--- src/rtl/mem_arb_pkg.sv ---
// Shared constants and state encoding for the two-port memory arbiter.
package mem_arb_pkg;

    localparam int NUM_REQ = 2;

    typedef enum logic {
        IDLE = 1'b0,
        BUSY = 1'b1
    } state_t;

endpackage

--- src/rtl/rr_pick2.sv ---
// Two-lane round-robin pick: a lone requester wins; on a tie the lane not served last wins.
// Purely combinational, no backpressure of its own.
module rr_pick2 (
    input  logic [1:0] req,
    input  logic       last_grant,
    output logic       any,
    output logic       winner
);

    assign any    = |req;
    assign winner = (&req) ? ~last_grant : req[1];

endmodule

--- src/rtl/mem_port_arbiter.sv ---
// Arbitrates two requesters onto one memory port; grant registers the request, completes on mem_ready (>= 2 cycles).
// Requesters hold wen/ren until their req_ready pulse; the memory stalls the winner by withholding mem_ready.
module mem_port_arbiter
    import mem_arb_pkg::*;
#(
    parameter int ADDR_WIDTH = 32,
    parameter int DATA_WIDTH = 32
) (
    input  logic                            clk,
    input  logic                            rst_n,
    input  logic [NUM_REQ*ADDR_WIDTH-1:0]   req_addr,
    input  logic [NUM_REQ*DATA_WIDTH-1:0]   req_wdata,
    input  logic [NUM_REQ*DATA_WIDTH/8-1:0] req_wstrb,
    input  logic [NUM_REQ-1:0]              req_wen,
    input  logic [NUM_REQ-1:0]              req_ren,
    output logic [DATA_WIDTH-1:0]           req_rdata,
    output logic [NUM_REQ-1:0]              req_ready,
    output logic [ADDR_WIDTH-1:0]           mem_addr,
    output logic [DATA_WIDTH-1:0]           mem_wdata,
    output logic [DATA_WIDTH/8-1:0]        mem_wstrb,
    output logic                            mem_wen,
    output logic                            mem_ren,
    input  logic [DATA_WIDTH-1:0]           mem_rdata,
    input  logic                            mem_ready,
    output logic                            grant_id
);

    localparam int STRB_WIDTH = DATA_WIDTH / 8;

    state_t                  state, state_nxt;
    logic                    last_grant;
    logic [NUM_REQ-1:0]      req_lane;
    logic                    pick_any, pick_lane;
    logic                    done;
    logic [ADDR_WIDTH-1:0]   lat_addr;
    logic [DATA_WIDTH-1:0]   lat_wdata;
    logic [STRB_WIDTH-1:0]   lat_wstrb;
    logic                    lat_wr;

    assign req_lane = req_wen | req_ren;

    rr_pick2 u_pick (
        .req        (req_lane),
        .last_grant (last_grant),
        .any        (pick_any),
        .winner     (pick_lane)
    );

    always_ff @(posedge clk or negedge rst_n) begin
        if (!rst_n) begin
            state <= IDLE;
        end else begin
            state <= state_nxt;
        end
    end

    // mem_ready only counts while BUSY, so a ready left high after completion is ignored.
    always_comb begin
        state_nxt = state;
        done      = 1'b0;
        case (state)
            IDLE: begin
                if (pick_any) begin
                    state_nxt = BUSY;
                end
            end
            BUSY: begin
                if (mem_ready) begin
                    done      = 1'b1;
                    state_nxt = IDLE;
                end
            end
            default: state_nxt = IDLE;
        endcase
    end

    // A lane raising both enables is treated as a write.
    always_ff @(posedge clk or negedge rst_n) begin
        if (!rst_n) begin
            lat_addr   <= '0;
            lat_wdata  <= '0;
            lat_wstrb  <= '0;
            lat_wr     <= 1'b0;
            grant_id   <= 1'b0;
            last_grant <= 1'b1;
        end else begin
            if (state == IDLE && pick_any) begin
                lat_addr  <= pick_lane ? req_addr[2*ADDR_WIDTH-1:ADDR_WIDTH]
                                       : req_addr[ADDR_WIDTH-1:0];
                lat_wdata <= pick_lane ? req_wdata[2*DATA_WIDTH-1:DATA_WIDTH]
                                       : req_wdata[DATA_WIDTH-1:0];
                lat_wstrb <= pick_lane ? req_wstrb[2*STRB_WIDTH-1:STRB_WIDTH]
                                       : req_wstrb[STRB_WIDTH-1:0];
                lat_wr    <= req_wen[pick_lane];
                grant_id  <= pick_lane;
            end
            if (done) begin
                last_grant <= grant_id;
            end
        end
    end

    assign mem_addr  = lat_addr;
    assign mem_wdata = lat_wdata;
    assign mem_wstrb = lat_wstrb;
    assign mem_wen   = (state == BUSY) &&  lat_wr;
    assign mem_ren   = (state == BUSY) && !lat_wr;
    assign req_ready = done ? (grant_id ? 2'b10 : 2'b01) : 2'b00;
    assign req_rdata = done ? mem_rdata : '0;

endmodule
--- config.mk ---
export PLATFORM = sky130hd
export DESIGN_NAME = mem_port_arbiter
export DESIGN_NICKNAME = d
export VERILOG_FILES = /design/src/rtl/mem_arb_pkg.sv /design/src/rtl/rr_pick2.sv /design/src/rtl/mem_port_arbiter.sv
export SDC_FILE = /design/constraint.sdc
export NUM_CORES = 1
export LEC_CHECK = 0
export CAP_MARGIN = 20
export CELL_PAD_IN_SITES_DETAIL_PLACEMENT = 2
export CELL_PAD_IN_SITES_GLOBAL_PLACEMENT = 2
export CORE_ASPECT_RATIO = 0.8
export CORE_MARGIN = 2
export CORE_UTILIZATION = 20
export DETAILED_ROUTE_END_ITERATION = 16
export GPL_TIMING_DRIVEN = 0
export PLACE_DENSITY = 0.9
export SLEW_MARGIN = 0
export SYNTH_ARGS = -nofsm -noshare
export SYNTH_HDL_FRONTEND = slang
export SYNTH_SLANG_ARGS = --single-unit
--- constraint.sdc ---
create_clock -name clk -period 3.1 [get_ports clk]
set_clock_uncertainty 0.15 [all_clocks]
set_input_delay 0.31 -clock clk [delete_from_list [all_inputs] [get_ports clk]]
set_output_delay 0.31 -clock clk [all_outputs]
set_load 0.01 [all_outputs]
Word-level counts from Yosys, hierarchy flattened
Cells that the tools add are included.

Input port bits: 175. Register bits: 72.

Multiplexer cells: 14. Reductions and logical operators: 6. Bitwise gates (word level): 3. $lt $le $gt $ge: 1.

Operator list (count): $mux 32 (3); $mux 1 (7); $mux 2 (2); $mux 4 (1); $logic_and 1x1->1 (3); $lt 1x2->1 const B (1); $not 1->1 (2); $or 2x2->2 (1); $pmux 1 s2 (1); $reduce_and 2->1 (1); $reduce_or 2->1 (1); $logic_not 1->1 (1).

Logic depth before layout (Yosys ltp)
Gate-level depths: netlist (run 1).

Word-level depth: 5. Mapped depth: 6. Depth with buffers taken out: 3.

Cells and area by module
From an unflattened synthesis (run 1), not the netlist that was laid out.

Cell total of the unflattened synthesis: 279. Area total of the unflattened synthesis: 4061.4 µm².

By module, submodules not included: mem_port_arbiter (area each 4047.6 µm², times used 1, cells an instance 277); rr_pick2 (area each 13.8 µm², times used 1, cells an instance 2).

Least setup slack after synthesis (run 1)
No wires, ideal clock.

Path type: register to output. Start point: register state. End point: output req_rdata[16]. Path slack: 1347 ps. Data arrival time: 1293 ps. Cell stages (with the launch flop): 5. Path buffers: 3. Cell sequence: dfrtp_1 -> clkbuf_1 -> clkbuf_1 -> clkbuf_1 -> and3_1.

Longest elaborated chain between the ends: 2.

Ends and longest elaborated chain: from (decl) (line mem_port_arbiter.sv:30) `state_t state, state_nxt;`; from (signal assigned) (line mem_port_arbiter.sv:53) `state <= state_nxt;`; $mux 1 (line mem_port_arbiter.sv:61) `case (state)`; $mux 32 (line mem_port_arbiter.sv:109) `assign req_rdata = done ? mem_rdata : '0;`; to (decl) (line mem_port_arbiter.sv:16) `output logic [DATA_WIDTH-1:0] req_rdata,`.

No other way between the ends.

Final worst setup path (run 1)
Start point: register state. End point: output req_rdata[24].

Same word-level chain as after synthesis.

==> results of run 1 <==
==> state kept, by name, indices dropped and copies added (netlist names) <==
name,flops
grant_id,1
lat_wr,1
mem_addr,32
state,1
last_grant,1
mem_wstrb,4
mem_wdata,32
==> path summary, 6_finish.rpt <==
| check | depth (start not counted) | slack (ns) | to | start |
|---|---|---|---|---|
| setup / recovery | 4 | 0.23 | req_rdata[24] | state |
| hold / removal | 2 | 0.35 | mem_addr[24] | rst_n |
| setup reg to reg | 5 | 0.69 | mem_addr[0] | last_grant |
| hold reg to reg | 1 | 0.39 | mem_addr[15] | mem_addr[15] |
| max in group asynchronous | 3 | 1.87 | mem_wdata[28] | rst_n |
| min in group clk | 1 | 0.39 | mem_addr[15] | mem_addr[15] |
==> through the flow <==
stage          worst slack, ns  hold WS (ns)  power, uW
3_3_place_gp             -1.07         0.377       2830
4_1_cts                 0.0302         0.337       3950
3_5_place_dp             0.216         0.131       2910
5_1_grt                 0.0408         0.374       4120
2_1_floorplan             1.35        -0.136       1910
6_report                 0.231         0.350       3900
==> routing by layer <==
metal | vias to the layer above | routed length (um)
met2 | 162 | 11200
met1 | 2416 | 9250
li1 | 2155 | -
met5 | - | 0
met4 | 0 | 507
met3 | 38 | 975
==> logic make-up after synthesis <==
family	synth area share [%]
AO/OA/AOI/OAI	40.7
flip-flops	46.2
buffers and inverters	5.77
AND/OR/NAND/NOR	7.06
multiplexers	0.257
==> Yosys cell counts <==
master and count:
nor2_1 4, o21a_1 1, o21ai_0 69, mux2i_1 1
clkbuf_1 51, a311oi_1 68, and2_1 1, dfrtp_1 71
a2bb2oi_1 68, buf_1 1, nor2b_1 2, a21o_1 1
o221a_2 1, and3_1 33, dfstp_2 1, a21boi_0 1
o31ai_1 1, o21ai_1 2, nor4_4 1, or2_2 1
nand2_1 2, buf_2 6
==> final cells by class <==
cell class / instances / area (sq um)
Clock inverter: 4 / 28.8
Tap cell: 258 / 323
Sequential cell: 72 / 1800
Timing Repair Buffer: 281 / 2830
Multi-Input combinational cell: 257 / 1870
Clock buffer: 12 / 256
Buffer: 57 / 223
Fill cell: 2082 / 11700
==> what timing repair did <==
item                       CTS  global route
hold endpoints to repair    27             0
hold buffers                 1             0
buffers inserted             0             0
resized for setup            0             2
setup endpoints to repair   10            10
==> power by group through the flow <==
stage	clock network, uW	registers, uW	logic [uW]
finish	1010	1320	1580
global route	1090	1340	1690
CTS	1040	1320	1590
detailed placement	0	1320	1590
global placement	0	1300	1520
floorplan	0	1390	526
==> results.md, run 1 <==
- Status: complete, no violations
- Clock Power Share: 25.8%
- IO Pins: 280
- HPWL Detailed: 17,300 um
- Pin count of the biggest net entering global routing: 45
- Worst EP required: 2.64 ns
- Max Slew Vio Count: 0
- Slowest-stage cell, CP: dfrtp_1
- Initial antenna violation count: 0
- Most area-consuming cells after synthesis: dfrtp_1, a2bb2oi_1, a311oi_1
- Post-Place Cell Area: 7040 sq um
- Synth Register Bits: 72
- Power per Cell Area: 532 nW/um^2
- First-pass GRT wire length: 33,800 um
- Switching Power: 1270 uW
- Row count: 45
- Number of global-route vias before repair: 5,450
- Most common cell after layout, fill and taps aside: clkdlybuf4s50_1
- Max frequency: 0.349 GHz
- Busiest layer in global routing: met2
- Cell area after layout: 7330 sq um
- TritonCTS clock tree: yes
- RSZ-0062 raised after global routing: no
- Clk buf depth: 2
- Critical path's top delay family: buffers and inverters
- Met1 usage: 25.8%
- Net Sw Frac: 32.6%
- Drt first pass iters: 4
- DR vias/cell: 5.07
- Startpoint Class: register
- P_int: 2630 uW
- Hold Crit Class: input pin to asynchronous set/reset pin
- Clk root buf: clkbuf_16
- Initial Utilization: 20.5%
- CP Class: register to output port
- Share of cells above drive strength 1: 4.10%
- Syn avg cell area: 10.1 sq um
- Core area: 19,000 sq um
- Max-Cap Viols: 0
- Post-Syn Nets: 562
- Area delta synth->final: 88.0%
- GR Util met2: 38.2%
- Clk Latency, worst-skew pair: 0.33 ns
- Crit path time final: 2.87 ns
- Reg power frac: 33.8%
- Most frequent cells in the layout: clkdlybuf4s50_1, dfrtp_1, o21ai_0
- Final hold violations: 0
- TritonCTS Buffers: 9
- Warnings, synthesis: 0
- DIE AREA: 20,600 sq um
- DRC violations left: 0
- Layout Nets: 853
- Routed len/inst: 23.3 um
- Comb pwr share: 40.4%
- Die W: 160 um
- Crit Path Max Fanout: 11
- Met3 Usage GRT: 4.06%
- Crit path arrival time: 2.41 ns
- Cell taking the most area after synthesis: dfrtp_1
- Seq/Total Area, Yosys: 46.2%
- WP buf/inv: 3
- Antenna Nets Post-Route: 0
- Period Utilization, post-route: 92.5%
- DRT iter0 DRCs: 202
- GR Overflow Total: 0
- Mapped Area: 3900 sq um
- Post-Route Utilization: 38.5%
- Setup TNS: 0 ns
- Max-Slew Margin vs Limit: 54.0%
- Worst-margin pin slew: 0.685 ns
- Mapped Cells: 387
- Placed Cells: 925
- CTS sink count: 72
- Number of diodes: 0
- Post-synth cell types: 22
- Leak: 0.00274 uW
- Routed WL: 21,900 um
- # setup viols final: 0
- Clock Pin Slew Worst Setup and Hold Paths: 0.06 ns
- Crit-path max cell delay: 0.63 ns
- Vias: 4,771
- Maximum VDD drop: 0.234 mV
- Routability cong.: 0.883
- Critical-path cell list: clkbuf_2, clkbuf_1, and3_1, clkdlybuf4s50_1
- Gr usage total: 21.1%
- Final non-filler cell total: 941
- PortBufs: 279
- Critical Path End Type: output port
- Htree depth: 3
- DIE HEIGHT: 129 um
- Top cell type's share of synthesized area: 45.5%
No activity file was read; power rests on OpenSTA's default activity.
==> inputs of run 2 (changes only) <==
Settings changed: CAP_MARGIN 20 to not set.
==> results of run 2 <==
Final layout, timing and power as in run 1 (identical DEF).
==> inputs of run 3 (changes only) <==
Settings changed: RECOVER_POWER set to 50.
==> results.md, run 3 (synthesis results as in run 1) <==
- IO Pins: 280 (unchanged)
- Routed len/inst: 23.2 um (-0.15%)
- Worst EP required: 2.64 ns (about the same)
- Failing checks: capacitance limit, slew limit
- Critical Path End Type: output port
- Most common cell after layout, fill and taps aside: clkdlybuf4s50_1
- Setup TNS: 0 ns (unchanged)
- Number of fillers in the final layout: 2,084 (+0.096%)
- Cell area after layout: 7310 sq um (-0.32%)
- Pin count of the biggest net entering global routing: 45 (unchanged)
- Max layer used: met4
- DRC violations left: 0 (unchanged)
- GR Overflow Total: 0 (unchanged)
- First-pass GRT wire length: 33,800 um (unchanged)
- DIE AREA: 20,600 sq um (unchanged)
- Antenna Nets Post-Route: 0 (unchanged)
- Crit path arrival time: 2.41 ns (about the same)
- Crit Path Max Fanout: 11 (unchanged)
- Clock Power Share: 26.3% (+0.5 points)
- CP Class: register to output port
- Period Utilization, post-route: 92.6% (about the same)
- Post-Place Cell Area: 7040 sq um (unchanged)
- P_int: 2570 uW (-2.3%)
- Status: complete, but fails checks
- Core area: 19,000 sq um (unchanged)
- DR vias/cell: 5.06 (-0.13%)
- Clk root buf: clkbuf_16
- Switching Power: 1260 uW (-0.46%)
- Initial Utilization: 20.5% (unchanged)
- Crit path time final: 2.87 ns (+0.00256 ns)
- Post-Route Utilization: 38.4% (-0.12 points)
- Hold Crit Class: register to register
- Number of global-route vias before repair: 5,450 (unchanged)
- PortBufs: 279 (unchanged)
- Leak: 0.00271 uW (-1.1%)
- Met3 wire len: 949 um (-2.7%)
- Clk buf depth: 2 (unchanged)
- Drt first pass iters: 4 (unchanged)
- HPWL Detailed: 17,300 um (unchanged)
- Vias: 4,765 (-0.13%)
- Max frequency: 0.348 GHz (about the same)
- Max-Cap Viols: 1 (+1)
- Worst Hold Depth: 1
- CTS sink count: 72 (unchanged)
- Register area: 1800 sq um (unchanged)
- Initial antenna violation count: 0 (unchanged)
- # setup viols final: 0 (unchanged)
- Area delta synth->final: 87.4%
- Postcts setup bufs: 0 (unchanged)
- TritonCTS clock tree: yes
- DRT iter0 DRCs: 171 (-15%)
- Clock Pin Slew Worst Setup and Hold Paths: 0.06 ns (about the same)
- DIE HEIGHT: 129 um (unchanged)
- Worst-margin pin slew: 1.70 ns (+1.01 ns)
- Htree depth: 3 (unchanged)
- Hold Slack: 0.383 ns (+0.0336 ns)
- Die W: 160 um (unchanged)
- Number of diodes: 0 (unchanged)
- Routed WL: 21,900 um (-0.15%)
- Reg power frac: 34.2% (+0.4 points)
- Gr usage total: 21.1% (unchanged)
- Startpoint Class: register
- Row count: 45 (unchanged)
- Worst R2R Path Depth: 5 (unchanged)
- Max-Slew Margin vs Limit: -13.1% (-67 points)
- Max Slew Vio Count: 30 (+30)
- RSZ-0062 raised after global routing: no
- Multi-input logic area: 1870 sq um (unchanged)
- Layout Nets: 853 (unchanged)
- WL met1: 9190 um (-0.68%)
- Routed length on met2: 11,200 um (+0.33%)
- Maximum VDD drop: 0.233 mV (-0.43%)
- Clk Latency, worst-skew pair: 0.33 ns (about the same)
- Net Sw Frac: 33.0% (+0.42 points)
- TritonCTS Buffers: 9 (unchanged)
- Final hold violations: 0 (unchanged)
- Comb pwr share: 39.5% (-0.9 points)
- Most frequent cells in the layout: clkdlybuf4s50_1, dfrtp_1, o21ai_0
- Share of cells above drive strength 1: 3.95% (-0.15 points)
- Routability cong.: 0.883 (unchanged)
- Power per Cell Area: 524 nW/um^2 (-1.4%)
run 3: cell types whose count changed in the layout (fill, tap and decap cells not counted), sizes merged:
cell and change:
buf -2, clkbuf +2, clkdlybuf4s50 -51, dlygate4sd3 +51
run 3: cell type report:
cell class | count | share of cell area, %
Buffer | 57 | 3.05
Clock inverter | 4 | 0.394
Multi-Input combinational cell | 257 | 25.6
Timing Repair Buffer | 281 | 38.4
Clock buffer | 12 | 3.51
Sequential cell | 72 | 24.7
Tap cell | 258 | 4.42
run 3: path summary, 6_finish.rpt:
check	endpoint	slack [ns]	startpoint
worst max-delay path	req_rdata[24]	0.23	state
worst min-delay path	mem_addr[15]	0.38	mem_addr[15]
worst max register to register	mem_addr[0]	0.70	last_grant
worst min register to register	mem_addr[15]	0.38	mem_addr[15]
max in group asynchronous	mem_wdata[28]	0.40	rst_n
min in group asynchronous	mem_addr[26]	0.84	rst_n
run 3: layer usage:
layer | global-route usage, % | vias up
li1 | - | 2160
met1 | 25.8 | 2417
met2 | 38.2 | 152
met3 | 4.06 | 36
met4 | 6.20 | 0
met5 | 0 | -
run 3: power groups by stage:
| stage | clock (uW) | combinational [uW] | sequential [uW] |
|---|---|---|---|
| after floorplan | 0 | 526 | 1390 |
| after global placement | 0 | 1520 | 1300 |
| after detailed placement | 0 | 1590 | 1320 |
| after CTS | 1040 | 1590 | 1320 |
| after global routing | 1090 | 1630 | 1340 |
| final | 1010 | 1510 | 1310 |
run 3: stage by stage:
step	setup WS [ns]	power [uW]	cells
final	0.228	3830	941
after global routing	0.0239	4050	941
after CTS	0.0302	3950	941
after detailed placement	0.216	2910	925
after global placement	-1.07	2830	924
after floorplan	1.35	1910	387
run 3: worst max-delay path, cell delays in order (launching register included):
cell and delay, ns:
dfrtp_1 0.63, clkbuf_2 0.33, clkbuf_1 0.33, and3_1 0.22, clkdlybuf4s50_1 0.57
run 3: timing repair:
item | 4_1_cts | 5_1_grt
setup endpoints to repair | 10 | 10
hold endpoints to repair | 27 | 0
hold buffers | 1 | 0
resized for setup | 0 | 2
